===== config.mk =====
export PLATFORM = sky130hd
export DESIGN_NAME = buck_sequencer
export DESIGN_NICKNAME = d
export VERILOG_FILES = /design/src/rtl/buck_pkg.sv /design/src/rtl/buck_fault_filter.sv /design/src/rtl/buck_sequencer.sv
export SDC_FILE = /design/constraint.sdc
export NUM_CORES = 1
export LEC_CHECK = 0
export ABC_AREA = 1
export ABC_CLOCK_PERIOD_IN_PS = 3600
export CAP_MARGIN = 10
export CORE_MARGIN = 8
export CORE_UTILIZATION = 40
export DETAILED_ROUTE_END_ITERATION = 8
export RECOVER_POWER = 25
export SYNTH_ARGS = -nofsm -noshare
export SYNTH_HDL_FRONTEND = slang
export SYNTH_HIERARCHICAL = 1
export SYNTH_SLANG_ARGS = --single-unit

===== constraint.sdc =====
create_clock -name clk -period 3.6 [get_ports clk]
set_input_delay 0.72 -clock clk [delete_from_list [all_inputs] [get_ports clk]]
set_output_delay 0.72 -clock clk [all_outputs]
set_load 0.05 [all_outputs]

===== src/rtl/buck_pkg.sv =====
// Shared state and fault-code encodings for the buck converter sequencer.
package buck_pkg;

    typedef enum logic [2:0] {
        ST_IDLE       = 3'd0,
        ST_SOFT_START = 3'd1,
        ST_REGULATE   = 3'd2,
        ST_COOLDOWN   = 3'd3,
        ST_LOCKOUT    = 3'd4
    } state_t;

    typedef enum logic [1:0] {
        FC_NONE = 2'b00,
        FC_OV   = 2'b01,
        FC_UV   = 2'b10
    } fcode_t;

    // States in which the PWM path is live and the PID runs.
    function automatic logic is_running(input state_t s);
        return (s == ST_SOFT_START) || (s == ST_REGULATE);
    endfunction

endpackage


===== src/rtl/buck_fault_filter.sv =====
// Threshold compare plus consecutive-bad-sample counter; one instance per fault direction.
module buck_fault_filter #(
    parameter logic [11:0] LIMIT     = 12'd3000,
    parameter logic [3:0]  FAULT_CNT = 4'd4,
    parameter bit          IS_OV     = 1'b1
) (
    input  logic        clk,
    input  logic        rst_n,
    input  logic        clr_i,
    input  logic        en_i,
    input  logic        valid_i,
    input  logic [11:0] sample_i,
    output logic        bad_o,
    output logic        trip_o
);

    logic [3:0] cnt_q, cnt_d;

    assign bad_o = IS_OV ? (sample_i > LIMIT) : (sample_i < LIMIT);

    always_comb begin
        cnt_d = cnt_q;
        if (clr_i || !en_i) begin
            cnt_d = '0;
        end else if (valid_i) begin
            if (!bad_o)
                cnt_d = '0;
            else if (cnt_q != 4'hF)
                cnt_d = cnt_q + 4'd1;
        end
    end

    always_ff @(posedge clk) begin
        if (!rst_n) cnt_q <= '0;
        else        cnt_q <= cnt_d;
    end

    // Trip on the sample that makes the run reach FAULT_CNT, so the FSM moves on that same edge.
    assign trip_o = en_i && valid_i && bad_o && (({1'b0, cnt_q} + 5'd1) >= {1'b0, FAULT_CNT});

endmodule


===== src/rtl/buck_sequencer.sv =====
// Buck converter sequencer: soft-start ramp, OV/UV supervision, timed retry and lockout.
module buck_sequencer
    import buck_pkg::*;
#(
    parameter logic [11:0] V_REF        = 12'd2048,
    parameter logic [11:0] RAMP_STEP    = 12'd16,
    parameter logic [15:0] RAMP_DIV     = 16'd1000,
    parameter logic [11:0] OV_LIMIT     = 12'd3000,
    parameter logic [11:0] UV_LIMIT     = 12'd1024,
    parameter logic [3:0]  FAULT_CNT    = 4'd4,
    parameter logic [23:0] RETRY_CYCLES = 24'd1_000_000,
    parameter logic [2:0]  MAX_RETRY    = 3'd3
) (
    input  logic        clk,
    input  logic        rst_n,
    input  logic        enable,
    input  logic [11:0] voltage_fb,
    input  logic        fb_valid,
    input  logic [9:0]  duty_in,
    output logic [11:0] setpoint,
    output logic        pid_hold,
    output logic [9:0]  duty_out,
    output logic        power_good,
    output logic        fault,
    output logic [1:0]  fault_code,
    output logic [2:0]  state_mon
);

    state_t      state_q, state_d;
    logic [15:0] div_q, div_d;
    logic [23:0] tmr_q, tmr_d;
    logic [2:0]  retry_q, retry_d;
    logic [11:0] sp_q, sp_d;
    logic [9:0]  duty_q;
    logic        pg_q, pg_d;
    fcode_t      fc_q, fc_d;

    logic        run, tick, expired, clr;
    logic        ov_bad, ov_trip, uv_bad, uv_trip;
    logic [12:0] sp_sum;

    assign run     = is_running(state_q);
    assign clr     = !enable;
    assign tick    = (state_q == ST_SOFT_START) && (div_q == RAMP_DIV - 16'd1);
    assign expired = (state_q == ST_COOLDOWN) && (tmr_q == RETRY_CYCLES - 24'd1);
    assign sp_sum  = {1'b0, sp_q} + {1'b0, RAMP_STEP};

    buck_fault_filter #(.LIMIT(OV_LIMIT), .FAULT_CNT(FAULT_CNT), .IS_OV(1'b1)) u_ov (
        .clk(clk), .rst_n(rst_n), .clr_i(clr), .en_i(run), .valid_i(fb_valid),
        .sample_i(voltage_fb), .bad_o(ov_bad), .trip_o(ov_trip)
    );

    // UV is only meaningful once the output has been brought up.
    buck_fault_filter #(.LIMIT(UV_LIMIT), .FAULT_CNT(FAULT_CNT), .IS_OV(1'b0)) u_uv (
        .clk(clk), .rst_n(rst_n), .clr_i(clr), .en_i(state_q == ST_REGULATE), .valid_i(fb_valid),
        .sample_i(voltage_fb), .bad_o(uv_bad), .trip_o(uv_trip)
    );

    always_ff @(posedge clk) begin
        if (!rst_n) state_q <= ST_IDLE;
        else        state_q <= state_d;
    end

    always_comb begin
        state_d = state_q;
        if (!enable) begin
            state_d = ST_IDLE;
        end else begin
            case (state_q)
                ST_IDLE:       state_d = ST_SOFT_START;
                ST_SOFT_START: if (ov_trip) state_d = ST_COOLDOWN;
                               else if (sp_q == V_REF) state_d = ST_REGULATE;
                ST_REGULATE:   if (ov_trip || uv_trip) state_d = ST_COOLDOWN;
                ST_COOLDOWN:   if (expired) state_d = (retry_q < MAX_RETRY) ? ST_SOFT_START : ST_LOCKOUT;
                ST_LOCKOUT:    state_d = ST_LOCKOUT;
                default:       state_d = ST_IDLE;
            endcase
        end
    end

    always_comb begin
        pid_hold   = !run;
        duty_out   = run ? duty_q : '0;
        fault      = (state_q == ST_COOLDOWN) || (state_q == ST_LOCKOUT);
        setpoint   = sp_q;
        power_good = pg_q;
        fault_code = fc_q;
        state_mon  = state_q;
    end

    always_comb begin
        div_d = '0;
        if (state_q == ST_SOFT_START && state_d == ST_SOFT_START)
            div_d = tick ? '0 : ((div_q == '1) ? div_q : div_q + 16'd1);

        tmr_d = '0;
        if (state_q == ST_COOLDOWN && state_d == ST_COOLDOWN)
            tmr_d = (tmr_q == '1) ? tmr_q : tmr_q + 24'd1;

        retry_d = retry_q;
        if (state_d == ST_IDLE)
            retry_d = '0;
        else if (expired && state_d == ST_SOFT_START && retry_q != '1)
            retry_d = retry_q + 3'd1;

        sp_d = sp_q;
        if (!is_running(state_d))
            sp_d = '0;
        else if (tick && state_d == ST_SOFT_START)
            sp_d = (sp_sum >= {1'b0, V_REF}) ? V_REF : sp_sum[11:0];

        // Code survives the retry ramp so software can see why the restart happened.
        fc_d = fc_q;
        if (state_d == ST_IDLE)
            fc_d = FC_NONE;
        else if (state_d == ST_REGULATE && state_q != ST_REGULATE)
            fc_d = FC_NONE;
        else if (state_d == ST_COOLDOWN && state_q != ST_COOLDOWN)
            fc_d = ov_trip ? FC_OV : FC_UV;

        pg_d = pg_q;
        if (state_d != ST_REGULATE)
            pg_d = 1'b0;
        else if (fb_valid && state_q == ST_REGULATE)
            pg_d = !ov_bad && !uv_bad;
    end

    always_ff @(posedge clk) begin
        if (!rst_n) begin
            div_q   <= '0;
            tmr_q   <= '0;
            retry_q <= '0;
            sp_q    <= '0;
            duty_q  <= '0;
            pg_q    <= 1'b0;
            fc_q    <= FC_NONE;
        end else begin
            div_q   <= div_d;
            tmr_q   <= tmr_d;
            retry_q <= retry_d;
            sp_q    <= sp_d;
            duty_q  <= duty_in;
            pg_q    <= pg_d;
            fc_q    <= fc_d;
        end
    end

endmodule


* Word level (Yosys, flattened, before mapping)
Cells that the tools add are included.
Operators by class: add/subtract/negate cells 8, multipliers 0, div/mod/pow operators 0, order comparisons 6, equality and inequality tests 20, shifts and indexed selects 0, multiplexer cells 14, bitwise gates (word level) 2, reductions and logical operators 39
Operators by type and width (count):
- 24-bit by 1-bit adder with 24-bit output, second input constant | 1
- 24-bit by 20-bit == test with 1-bit output, second input constant | 1
- 24-bit == test, second input constant | 1
- 3-bit two-way mux | 6
- 16-bit by 1-bit adder with 16-bit output, second input constant | 1
- 16-bit by 10-bit == test with 1-bit output, second input constant | 1
- 16-bit == test, second input constant | 1
- 1-bit logical AND | 16
- 4-bit two-way mux | 4
- 3-bit case mux with 5 select lines | 1
- 12-bit by 5-bit adder with 13-bit output, second input constant | 1
- 13-bit by 12-bit greater-or-equal comparator with 1-bit output, second input constant | 1
- 12-bit == test, second input constant | 1
- 3-bit by 2-bit == test with 1-bit output, second input constant | 4
- 12-bit > comparator, second input constant | 1
- 12-bit by 11-bit < comparator with 1-bit output, second input constant | 1
- 12-bit two-way mux | 1
- 4-bit by 1-bit adder with 5-bit output, second input constant | 2
- 5-bit by 3-bit greater-or-equal comparator with 1-bit output, second input constant | 2
- 10-bit two-way mux | 1
- 3-bit by 2-bit != test with 1-bit output, second input constant | 3
- 4-bit by 1-bit adder with 4-bit output, second input constant | 2
- 4-bit != test, second input constant | 2
- 2-bit AND reduction | 4
- other kinds (13) | 30
Storage, ports and cells: bits in registers 79, latch bits 0, RAM bits 0, ROM bits 0, input bits 26, output and inout port bits 30, memories 0

* Logic depth before layout (Yosys ltp)
Gate-level depths: netlist (run 1).
depth in word-level cells 13, gate-level depth with buffers 19

* Hierarchy
The synthesis (run 1) kept the hierarchy.
By module, submodules not included:
- buck_sequencer | instances 1, cells each 536, area an instance 3651.0 um2, seq. area each 1341.3 um2
- buck_fault_filter at u_ov | instances 1, cells each 64, area an instance 395.4 um2, seq. area each 80.1 um2
- buck_fault_filter at u_uv | instances 1, cells each 50, area an instance 321.6 um2, seq. area each 80.1 um2

* Least setup slack after synthesis (run 1)
OpenSTA, ideal clock, no wires.
kind register to output, start point register state_q[0], in the netlist state_mon[0], end point output port duty_out[0], arrival time 2338 ps, slack 542 ps, cell stages (with the launch flop) 8, buffers on the path 1, path through dfxtp_1 inv_2 nor3_2 inv_2 nand2_2 inv_1 clkbuf_1 nor2_1
Between the ends: cells in the longest elaborated chain, start to end 3, elaborated cells on any way between the ends 4
Ends and longest elaborated chain:
- from (decl) | RTL line buck_sequencer.sv:29 | state_t state_q, state_d;
- from (signal assigned) | RTL line buck_sequencer.sv:61 | else state_q <= state_d;
- 3-bit by 1-bit == test with 1-bit output / 3-bit by 2-bit == test with 1-bit output (equally long branches) | RTL line buck_pkg.sv:20 | return (s == ST_SOFT_START) || (s == ST_REGULATE);
- 1-bit logical OR * | RTL line buck_pkg.sv:20
- named net run | RTL line buck_sequencer.sv:38 | logic run, tick, expired, clr;
- 10-bit two-way mux * | RTL line buck_sequencer.sv:83 | duty_out = run ? duty_q : '0;
- to (decl) | RTL line buck_sequencer.sv:22 | output logic [9:0] duty_out,
Mark *: on every way through the listed nets, which the timed path passes. The rest lies on a longest branch.

* Final worst setup path (run 1)
start point register state_q[2], in the netlist state_mon[2], end point output port pid_hold
Between the ends: cells in the longest elaborated chain, start to end 3, elaborated cells on any way between the ends 4
Ends and longest elaborated chain:
- 3-bit by 1-bit == test with 1-bit output / 3-bit by 2-bit == test with 1-bit output (equally long branches) | RTL line buck_pkg.sv:20
- 1-bit logical OR * | RTL line buck_pkg.sv:20
- named net run | RTL line buck_sequencer.sv:38
- 1-bit zero test * | RTL line buck_sequencer.sv:82 | pid_hold = !run;
- to (decl) | RTL line buck_sequencer.sv:21 | output logic pid_hold,
Marked as above.

==> impl_summary.md, run 1 <==
Status
The run finished with clean final reports.

Floorplanning
The number of placed I/O pins is 56. The die area is 0.01452 sq mm. The horizontal extent of the die is ~120 microns. The overall die height is 120.5 microns. The initial utilization of the core area, before any placement, comes to 40.65%.

In this run the standard cell core region covers between 0.01 and 0.015 sq mm. In this run the core area contains 38 standard-cell rows.

Critical path
STA classifies the critical path endpoint as an output pin. The worst register-to-register path ends at tmr_q[5]. On the critical path the largest part of the delay comes from buffers and inverters. The largest individual stage delay along the critical path comes from the cell clkdlybuf4s50_1.

The number of cells on the worst reg-to-reg path is 14. The number of logic stages on the critical path including buffering is 5. Along the worst path, the maximum fanout reaches 11. STA puts the critical path data required time at 2.88 ns. The endpoint arrival time on the critical path is 2.40 ns. On the worst path, the slowest cell contributes a delay of 0.87 ns. The setup check on the worst reg-to-reg path leaves a slack of ~1.1 ns. The count of buffering cells on the critical path with inverters included is 3. The critical path is of the reg2out type.

The reg-to-reg critical path startpoint is state_mon[0]. The signal on the critical path passes through inv_1 > nand3_2 > nand2_2 > inv_1 > clkdlybuf4s50_1. The cell with the most instances on the worst path is inv_1. The kind of launch point of the worst setup path is a flop.

Synthesis
The async set or reset register ratio after synthesis is 0%. The synthesized area per cell is 6.720 sq um. Among all flip-flop cells after synthesis, the most frequent one is dfxtp_1. Synthesis inferred 75 register bits.

The post-synthesis sequential area ratio is 34.37%. The gate count of the mapped netlist is 650. In this run, synthesis inferred 0 flip-flops with an integrated enable. The number of different library cells used by synthesis comes to 40. The count of yosys warnings during synthesis is 6. The cell area after technology mapping is 0.004368 sq mm.

Power and ir drop
The worst-case IR drop observed on VDD is 0.0001227 V. The power density over the cells is roughly 300 mW/mm^2. For this design the static power due to leakage is 0.002004 uW.

Layout
Compared with the post-synthesis result, the final layout area differs by 17.42%. The total inserted antenna cells is 0. The most common library cell in the layout ignoring fill and taps is nand2_1.

The fraction of layout instances using a drive strength above 1 is 8.463%. Leaving out fill and tap cells, the most frequent cells in the layout are nand2_1, nor2_1, inv_1, dfxtp_1, clkdlybuf4s50_1. Once layout is complete, the utilization of the core stands at 47.73%. The count of fill cells added during filler insertion is 1113. The number of nets in the layout is 741.

Routing
After detailed routing, the number of remaining DRC violations is 0. The number of DRC markers in iteration 0 is 186. The overall routed net length is 10.07 mm. The average detailed-routed wire length per instance is 11.86 microns.

Dividing the detail-routed via count by the number of cells gives 4.744. Detailed routing inserted a total of around 4000 vias. The detail route stage leaves a number of antenna-violating nets equal to 0. The first-pass iteration count of the detailed router is 5.

STA
For this run, the top clock speed supported by timing is about 320 MHz. The ratio of final minimum period to clock period is 86.72%. Measured against its own limit, the worst slew margin works out to 44.40%. The worst hold slack is 0.4744 ns. For the final routed database, the setup TNS stands at 0 ns.

The clock arrives with 0.01268 ns of skew. The shortest clock period the worst path allows after layout is 3.122 ns. The max-slew violation count is 0.

Setup violations remaining at the end of the flow were counted as 0. Setup repair after global routing left no endpoint under its margin. At the pin with the least slew margin, the transition time is 0.8340 ns. The final count of hold timing violations is 0.

Hold path
In this run the worst hold path is classified as reg2reg. The sink of the worst hold path is fault_code[0]. The cell count of the worst hold path is 2.

The startpoint identified for the worst hold timing path is fault_code[0].

Place
The count of buffers inserted at the top-level ports is 51. The placed wire-length estimate is 7.704 mm. At the end of routability-driven placement, the weighted congestion stood at 0.8773.

Global route
The initial antenna violation count is 0. The first global-routing pass estimated 16.79 mm of wire. The total congestion overflow after global routing is 0. Entering global routing, the biggest net connects 25 pins. Global routing consumed, over all layers together, 13.92% of the routing resources. The via count of the first global-routing pass is 3730.

Clocking
The count of instances resized after the clock tree is built is 0. The CTS clock-pin slew for the worst setup and hold paths is 0.07 ns. The number of setup buffers added after CTS is 0. The number of H-tree levels is 3. TritonCTS built the clock tree.

The clock latency of the later-clocked register in the worst-skew pair is 0.36 ns. The clock net sink count is 75. The number of buffers inserted by hold repair at cts is 0.

Counting the buffers created by CTS gives 9. The clock passes through at most 2 buffers. In this run the clock root is driven by a clkbuf_8.

Run
Across the run, the number of max-cap violations was 0.
-- layer usage --
layer | global-route usage, % | share of wire, % | wire length [microns] | vias up
met5 | 0 | 0 | 0 | -
met4 | 6.401 | 1.6 | 158 | 0
met3 | 2.937 | 4.3 | 432 | 14
met2 | 22.99 | 46 | 4599 | 68
met1 | 17.01 | 48 | 4883 | 1802
li1 | - | - | - | 2144
-- cell type report --
type,count,area (sq um),area share (%)
timing repair buffer,53,521.8,10.17
sequential,75,1501,29.28
clock buffer,10,137.6,2.684
inverter,105,399.1,7.782
clock inverter,5,30.03,0.5855
tap,140,175.2,3.415
multi-input combinational,461,2364,46.08
-- where the power goes --
part | switching (uW) | internal [uW] | total [uW]
registers | 3.18 | 836 | 839
logic | 73.8 | 46.9 | 121
clock network | 309 | 261 | 570
-- state kept, by name, indices dropped and copies added, names as in the netlist --
| name | flops |
|---|---|
| div_q | 16 |
| duty_q | 10 |
| fault_code | 2 |
| power_good | 1 |
| retry_q | 3 |
| setpoint | 8 |
| state_mon | 3 |
| tmr_q | 24 |
| u_ov/cnt_q | 4 |
| u_uv/cnt_q | 4 |
-- kinds of logic after synthesis --
kind of cell / after synthesis / synth area share (%)
AND/OR/NAND/NOR: 370 / 39.13
adder cells (fa/ha/maj): 10 / 2.865
AO/OA/AOI/OAI: 47 / 6.130
buffers and inverters: 117 / 11.40
other: 1 / 0.08585
XOR/XNOR: 30 / 6.016
flip-flops: 75 / 34.37
-- synth_stat cells (2+ instances only) --
library cell,number,share of area (%)
nand2_2,11,1.6
nor2_2,4,0.57
ha_1,10,2.9
a21oi_1,22,2.5
nand3_1,35,4.0
nor3b_1,2,0.34
nor2_1,117,10
clkbuf_1,2,0.17
nand3_2,4,0.92
inv_1,95,8.2
buf_6,5,1.3
a21oi_2,4,0.80
inv_2,8,0.69
xnor2_1,9,1.8
buf_4,4,0.69
nand2_1,136,12
nor3_1,24,2.8
nand4_1,20,2.9
nor2_4,3,0.77
nor3_2,3,0.69
a31oi_1,3,0.43
xor2_1,21,4.2
o21ai_0,14,1.6
nor4_1,4,0.57
dfxtp_1,75,34
-- per-stage QoR --
step	std cells	setup slack, ns	power, uW	area, sq um
2_1_floorplan	653	0.5416	932.8	4379
3_3_place_gp	834	0.3857	980.5	4981
3_5_place_dp	834	0.2904	981.7	4981
4_1_cts	849	0.4484	1552	5149
5_1_grt	849	0.2900	1594	5129
6_report	849	0.4782	1531	5129
-- worst max-delay path by stage --
stage | startpoint | to | slack (ns)
floorplan | state_mon[0] | duty_out[0] | 0.54
global placement | voltage_fb[11] | tmr_q[17] | 0.39
detailed placement | voltage_fb[11] | div_q[2] | 0.29
CTS | state_mon[2] | pid_hold | 0.45
global route | state_mon[0] | duty_out[7] | 0.29
finish | state_mon[2] | pid_hold | 0.48
-- worst register-to-register path, stage by stage, from the launching register on --
cell and delay (ns):
dfxtp_1 0.44, inv_2 0.10, nor3_2 0.18, inv_2 0.11, nand2_2 0.11, nand3_1 0.08, nor2_1 0.19, inv_1 0.08
nand3_1 0.08, nand2_1 0.05, nand2_1 0.07, nand2_2 0.16, clkinv_4 0.13, nand4_4 0.30, a31oi_1 0.30
Note: power is estimated with default switching activity, not from simulation.
==> run 2: changes to the inputs <==
--- a/config.mk
+++ b/config.mk
@@ -10,6 +10,7 @@
 export CAP_MARGIN = 10
 export CORE_MARGIN = 8
-export CORE_UTILIZATION = 40
+export CORE_UTILIZATION = 60
 export DETAILED_ROUTE_END_ITERATION = 8
+export PLACE_DENSITY = 0.86
 export RECOVER_POWER = 25
 export SYNTH_ARGS = -nofsm -noshare
==> constraint.sdc (replaced) <==
create_clock -name clk -period 3.6 [get_ports clk]
set_input_delay 0.36 -clock clk [delete_from_list [all_inputs] [get_ports clk]]
set_output_delay 0.36 -clock clk [all_outputs]
set_load 0.05 [all_outputs]
==> impl_summary.md, run 2 (synthesis results as in run 1) <==
Hold path
The worst min-delay path startpoint is fault_code[0]. The worst hold path class is reg2reg. Counting instances, the worst hold path has a depth of 2. The worst hold path terminates at fault_code[0].

Global route
Global routing consumed, on the met3 layer, 5.636% of the routing resources. The first-pass GRT wire length is 17.63 mm. For met1 alone, demand over resource in global routing was 23.07%. The met2 layer usage reported by global route is 37.90%. The layer flagged by global routing as most heavily used is met2.

The total congestion overflow after global routing is 0. The initial antenna violation count is 0. The largest net degree at the start of global routing is 25. The via count of the first global-routing pass is 4014. The total global-route track usage is 21.05%.

Power and ir drop
The peak supply drop is 0.0002305 V. The standby leakage power is 0.002024 uW. The power density over the cells is 322.2 mW/mm^2.

STA
The shortest clock period the worst path allows after layout is 2.751 ns. Setup violations remaining at the end of the flow were counted as 0. The worst pin sits at a relative slew slack of between 50% and 60%. Across all setup checks in the final design, the least slack found is roughly 0.85 ns. Setup repair after global routing left no endpoint under its margin.

Dividing the final minimum period by the clock period gives 76.41%. The measured slew at the worst slew-check pin is about 0.64 ns. For the final database, setup skew stands at about 0.008 ns.

The final count of hold timing violations is 0. The highest clock frequency the design can meet is 363.5 MHz. The max-slew violation count is 0. After routing, the total negative slack on setup checks comes to 0 ns.

Layout
Counting flops per register, the top entry is tmr_q. Of the cells placed in the final design, the portion with a size suffix greater than 1 is roughly 8.5%. At the end of the flow, the number of nets in the layout was 740.

The final cell count without fillers is 808. The largest registers in the layout are tmr_q: 24 flops, div_q: 16 flops, duty_q: 10 flops. Relative to the synthesized area, the layout overhead comes to 17.10%.

The most common library cell in the layout ignoring fill and taps is nand2_1. Leaving out fill and tap cells, the most frequent cells in the layout are nand2_1, nor2_1, inv_1, dfxtp_1, clkdlybuf4s50_1. The total inserted antenna cells is 0. The register with the most flip-flops in the layout has 24 of them.

Clocking
In this run, CTS created clock tree buffers numbering 9. The clock reaches the later pin of the worst-skew pair after 0.36 ns. The count of instances resized after the clock tree is built is 0.

The clock passes through at most 2 buffers. The post-CTS repair timing setup buffer count is 0. After clock tree synthesis, the flow added hold-fix buffers numbering 0. The number of H-tree levels is 3. Clock tree synthesis selected as its root buffer the cell clkbuf_8.

The clock net sink count is 75. TritonCTS built the clock tree. The CTS clock-pin slew for the worst setup and hold paths is 0.08 ns.

Critical path
The number of cells on the worst reg-to-reg path is 14. The peak per-stage delay on the critical path is 0.87 ns. The worst setup path is captured at an output pin. The standard cell with the maximum stage delay on the critical path is clkdlybuf4s50_1.

The kind of launch point of the worst setup path is a flop. The family of cells with the greatest summed delay on the critical path is buffers and inverters. The type of the worst setup path is reg2out. Traced cell by cell, the critical path runs through inv_1 > nand3_2 > nand2_2 > inv_1 > clkdlybuf4s50_1. In this run the register-to-register setup slack is 1.16 ns.

The required time reported for the critical path endpoint is 3.24 ns. The most numerous cell type found on the critical path is inv_1. The critical register-to-register path endpoint is setpoint[7]. The startpoint identified for the worst register-to-register timing path is state_mon[2]. The critical path starts at state_mon[2].

Of all nets on the critical path, the largest fanout is 11. The endpoint arrival time on the critical path is 2.39 ns. The number of buffers and inverters on the critical path is 3.

Place
The placed wire-length estimate is 7.648 mm. The final weighted congestion of routability-driven global placement is 0.9473. Buffers placed on the I/O ports in this run total slightly above 50.

The instance count after placement with tap cells included is around 790. OpenSTA, run right after detailed placement, puts the worst setup slack at 0.6355 ns.

Routing
The average detailed-routed wire length per instance is 12.66 microns. Once detail routing completed, the nets flagged for antenna violations numbered 0. The overall routed net length is 10.23 mm.

The count of vias placed by the detailed router is ~4200. Before antenna repair, the detailed router went through 5 iterations. The number of DRC markers in iteration 0 is 203.

The via count normalized by instance count is 5.160. The detailed-route DRC error count is 0.

Floorplanning
The floorplan has 31 rows. 56 I/O pins were placed. The floorplan step defined a die boundary enclosing 0.01027 sq mm. The overall die height is 101.3 microns. The horizontal extent of the die is 101.3 microns. The region available for standard cell placement spans 0.007137 sq mm. The starting utilization of the core area is 61.20%.

Run
The tool flagged a number of max-cap violations equal to 0.

Status
The flow ran to the end, and the final reports show no timing, DRC or antenna violations.
run 2: cell count changes in the layout (fill, tap and decap cells not counted):
cell	previous run	this run
buf_4	1	0
bufinv_16	0	1
clkbuf_8	10	12
clkinv_2	3	2
clkinvlp_4	2	1
run 2: worst register-to-register path, cell delays in order, from the launching register on:
cell and delay, ns:
dfxtp_1 0.53, inv_1 0.12, nand3_2 0.16, nand2_2 0.10
nand3_1 0.09, nor2_1 0.09, nor3_1 0.19, nor3_1 0.06
a21oi_1 0.22, nand2_2 0.19, nand2_1 0.16, nand2_1 0.13
nand2_1 0.09, nand2_2 0.11, a21oi_1 0.15
run 2: worst max-delay path by stage:
stage / endpoint / depth (start not counted)
after floorplan: duty_out[0] / 7
after detailed placement: tmr_q[4] / 15
after CTS: pid_hold / 5
after global routing: div_q[2] / 17
after global placement: tmr_q[17] / 15
final: pid_hold / 5
run 2: layout make-up:
type                       count  area (sq um)
multi-input combinational    461          2364
fill                         596          2022
sequential                    75          1501
timing repair buffer          52         514.2
inverter                     105         399.1
clock buffer                  12         165.2
tap                           99         123.9
clock inverter                 4         47.55
run 2: layer usage:
metal / part of all wire [%] / vias up / routed length [microns]
met4: 2.2 / 0 / 223
li1: - / 2143 / -
met2: 48 / 123 / 4919
met3: 6.3 / 23 / 643
met1: 43 / 1880 / 4445
met5: 0 / - / 0
run 2: power by group:
part	switching, uW	internal (uW)	leakage, uW	total, uW
Combinational	74.1	46.2	0.00131	120
Sequential	3.14	836	0.000607	839
Clock	314	375	0.000108	689
Total	391	1260	0.00202	1650
run 2: metrics by stage:
step	cell area (sq um)	util, %	total power (uW)	hold slack (ns)
after floorplan	4379	-	932.8	0.4576
after global placement	4922	68.97	976.7	0.4705
after detailed placement	4922	68.97	980.1	0.4813
after CTS	5135	71.95	1659	0.4956
after global routing	5115	71.67	1709	0.5197
final	5115	71.67	1648	0.4964
==> run 3: changes to the inputs <==
ABC_CLOCK_PERIOD_IN_PS = 2400   (was 3600)
CORE_UTILIZATION = 50   (was 60)
PLACE_DENSITY = 0.76   (was 0.86)
clock period = 2.4 ns   (was 3.6 ns; I/O delays follow)
==> impl_summary.md, run 3 (synthesis results as in run 1) <==
Hold path
The worst min-delay path startpoint is duty_in[3]. The worst hold path class is in2reg.

Power and ir drop
The standby leakage power is 0.002173 uW. Across the VDD grid, the largest voltage drop is 0.0002934 V. Dividing total power by cell area gives a power density of 477.8 mW/mm^2.

Critical path
In this run the worst setup path begins at u_ov/cnt_q[1]. STA puts the critical path data required time at 2.67 ns. The maximum fanout along the worst path is 8. The standard cell with the maximum stage delay on the critical path is dfxtp_1. The peak per-stage delay on the critical path is 0.39 ns. The most numerous cell type found on the critical path is nand2_1.

The family of cells with the greatest summed delay on the critical path is simple AND/OR/NAND/NOR gates. The critical path goes through ha_2 > nand2_1 > nor2_4 > nor3_4 > nor2_2 > inv_1 > nand3_1 > nand2_1 > nand2_1 > nand2_2 > buf_4 > nand4_1 > nand2_1 > a21oi_1. The startpoint identified for the worst register-to-register timing path is u_ov/cnt_q[1]. The element type at the critical path end is a flop.

The slack of the worst reg-to-reg path is 0.15 ns. STA classifies the critical path startpoint as a flop. The setup path with the least slack is of type reg2reg. For the worst setup path, the data arrival time is 2.52 ns. The critical path contains buffers and inverters numbering 2 combined.

Clocking
For this design, the sink count on the clock tree is 75. Buffers inserted during clock tree synthesis total 9. Clock-pin slew was measured on the worst setup and hold paths at around 0.09 ns. In this run the deepest clock path goes through 2 buffers.

Clock latency on the worst-skew pair, taken at its later pin, is 0.35 ns. TritonCTS built the clock tree. The number of buffers inserted by hold repair at cts is 0.

The cell chosen for the clock root is clkbuf_8. The number of H-tree levels is 3.

Place
The final weighted congestion of routability-driven global placement is ~0.9. In this run the tool buffered the top-level ports with 51 buffer cells. The wire-length estimate of the detail-placed layout is 7.718 mm.

STA
Setup violations remaining at the end of the flow were counted as 0. For the pin with the worst max-slew slack, the measured transition is 0.5965 ns. The normalized max-slew margin is 59.81%. Subtracting the final worst setup slack from the clock period gives 2.247 ns. On the final layout, the worst clock skew is roughly 0.014 ns. The max-slew violation count is 0. In the finished design, the share of the clock period the worst path needs comes to 93.64%. The final count of hold timing violations was 0. Based on the critical path, the design can be clocked at up to ~440 MHz. On the final layout, the worst hold slack is 0.4092 ns.

Layout
Counting the fill cells in the layout gives 789. The top cell types in the final layout, fill and taps aside, are nand2_1, nor2_1, inv_1, dfxtp_1, nand3_1. The largest registers in the layout are tmr_q: 24 flops, div_q: 16 flops, duty_q: 10 flops. In the final layout, the multi-input gates occupy 0.002436 sq mm. Summing all flip-flop and latch instances after layout gives 0.001503 sq mm.

Cells with a size suffix above 1 make up between 10% and 20% of the layout. The register with the most flip-flops in the layout has 24 of them. From synthesis to final layout, the design area changed by 22.31%. The register with the most flip-flops in the final layout is tmr_q. The most common library cell in the layout ignoring fill and taps is nand2_1.

The number of nets in the layout is between 700 and 800. The final core utilization is between 60 and 70%. The total inserted antenna cells is 0.

Routing
For this block, the initial DRC count from the detailed router was around 240. The remaining antenna violation count after routing is 0. The via count normalized by instance count is approximately 5. In the final routed layout, each cell accounts on average for ~12 microns.

The routed layout has 4213 vias. Wires add up to 10.21 mm. The detailed-route DRC error count is 0. The first detailed-routing pass ran for 4 iterations.

Status
The flow ran to the end, and the final reports show no timing, DRC or antenna violations.

Floorplanning
The starting utilization of the core area is 50.83%. The die covers 0.01198 sq mm. From bottom edge to top edge, the die measures 109.5 microns. In this run the core area contains 34 standard-cell rows. In this run the count of I/O pins placed on the die edge is 56. The core area is approximately 0.0086 sq mm. In this run the horizontal extent of the chip is 109.5 microns.

Global route
The first-pass GRT wire length is 17.42 mm. Global routing used 17.50% of the available tracks across all layers. For this run, global-route usage on met3 was measured as 3.693%. Summed over all layers, the global routing overflow is 0. The via count of the first global-routing pass is 4081. The met2 layer usage reported by global route is 29.63%. The met1 track demand over resource is 21.57%.

The most congested layer reported by global routing is met2. The initial antenna violation count is 0. The largest net degree at the start of global routing is 17.

Run
The number of max-cap violations is 0.
-- run 3: final timing paths --
kind / to / cells past startpoint
worst max-delay path: setpoint[6] / 14
worst min-delay path: duty_q[3] / 3
worst max register to register: setpoint[6] / 14
worst min register to register: fault_code[0] / 2
-- run 3: final cells by class --
class	count	share of cell area, %
multi-input cells	461	45.60
flip-flops and latches	75	28.13
repair buffers	71	12.04
inverters	105	7.471
clock buffers	10	2.576
well taps	108	2.529
clock inverters	6	1.663
-- run 3: tightest hold or removal path, stage by stage --
cell and delay [ns]:
clkdlybuf4s50_1 0.39, nand2_1 0.06, inv_1 0.03
-- run 3: where the power goes --
| part | leakage, uW | switching [uW] | internal [uW] | total, uW |
|---|---|---|---|---|
| combinational | 0.00146 | 119 | 82.8 | 202 |
| sequential | 0.000607 | 3.82 | 1250 | 1260 |
| clock | 0.000108 | 479 | 614 | 1090 |
| total | 0.00217 | 602 | 1950 | 2550 |
-- run 3: through the flow --
step | setup WS (ns) | instances | area, sq um | TNS [ns] | total power, uW
after global routing | -0.02330 | 836 | 5343 | -0.05060 | 2653
final | 0.1527 | 836 | 5343 | 0 | 2553
after detailed placement | -0.1201 | 819 | 5051 | -1.533 | 1484
after floorplan | -0.1784 | 653 | 4379 | -1.605 | 1399
after CTS | 0.03062 | 835 | 5283 | 0 | 2577
after global placement | -0.004845 | 819 | 5051 | -0.01495 | 1480
-- run 3: repair_timing --
action / CTS / global route
pin swaps: 0 / 2
gates cloned: 0 / 0
buffers inserted: 0 / 1
gates resized for setup: 1 / 13
setup endpoints to repair: 18 / 38
-- run 3: metal layers --
layer / wire length (microns) / up-vias
li1: - / 2174
met1: 4619 / 1893
met2: 4699 / 129
met3: 746 / 17
met4: 147 / 0
met5: 0 / -
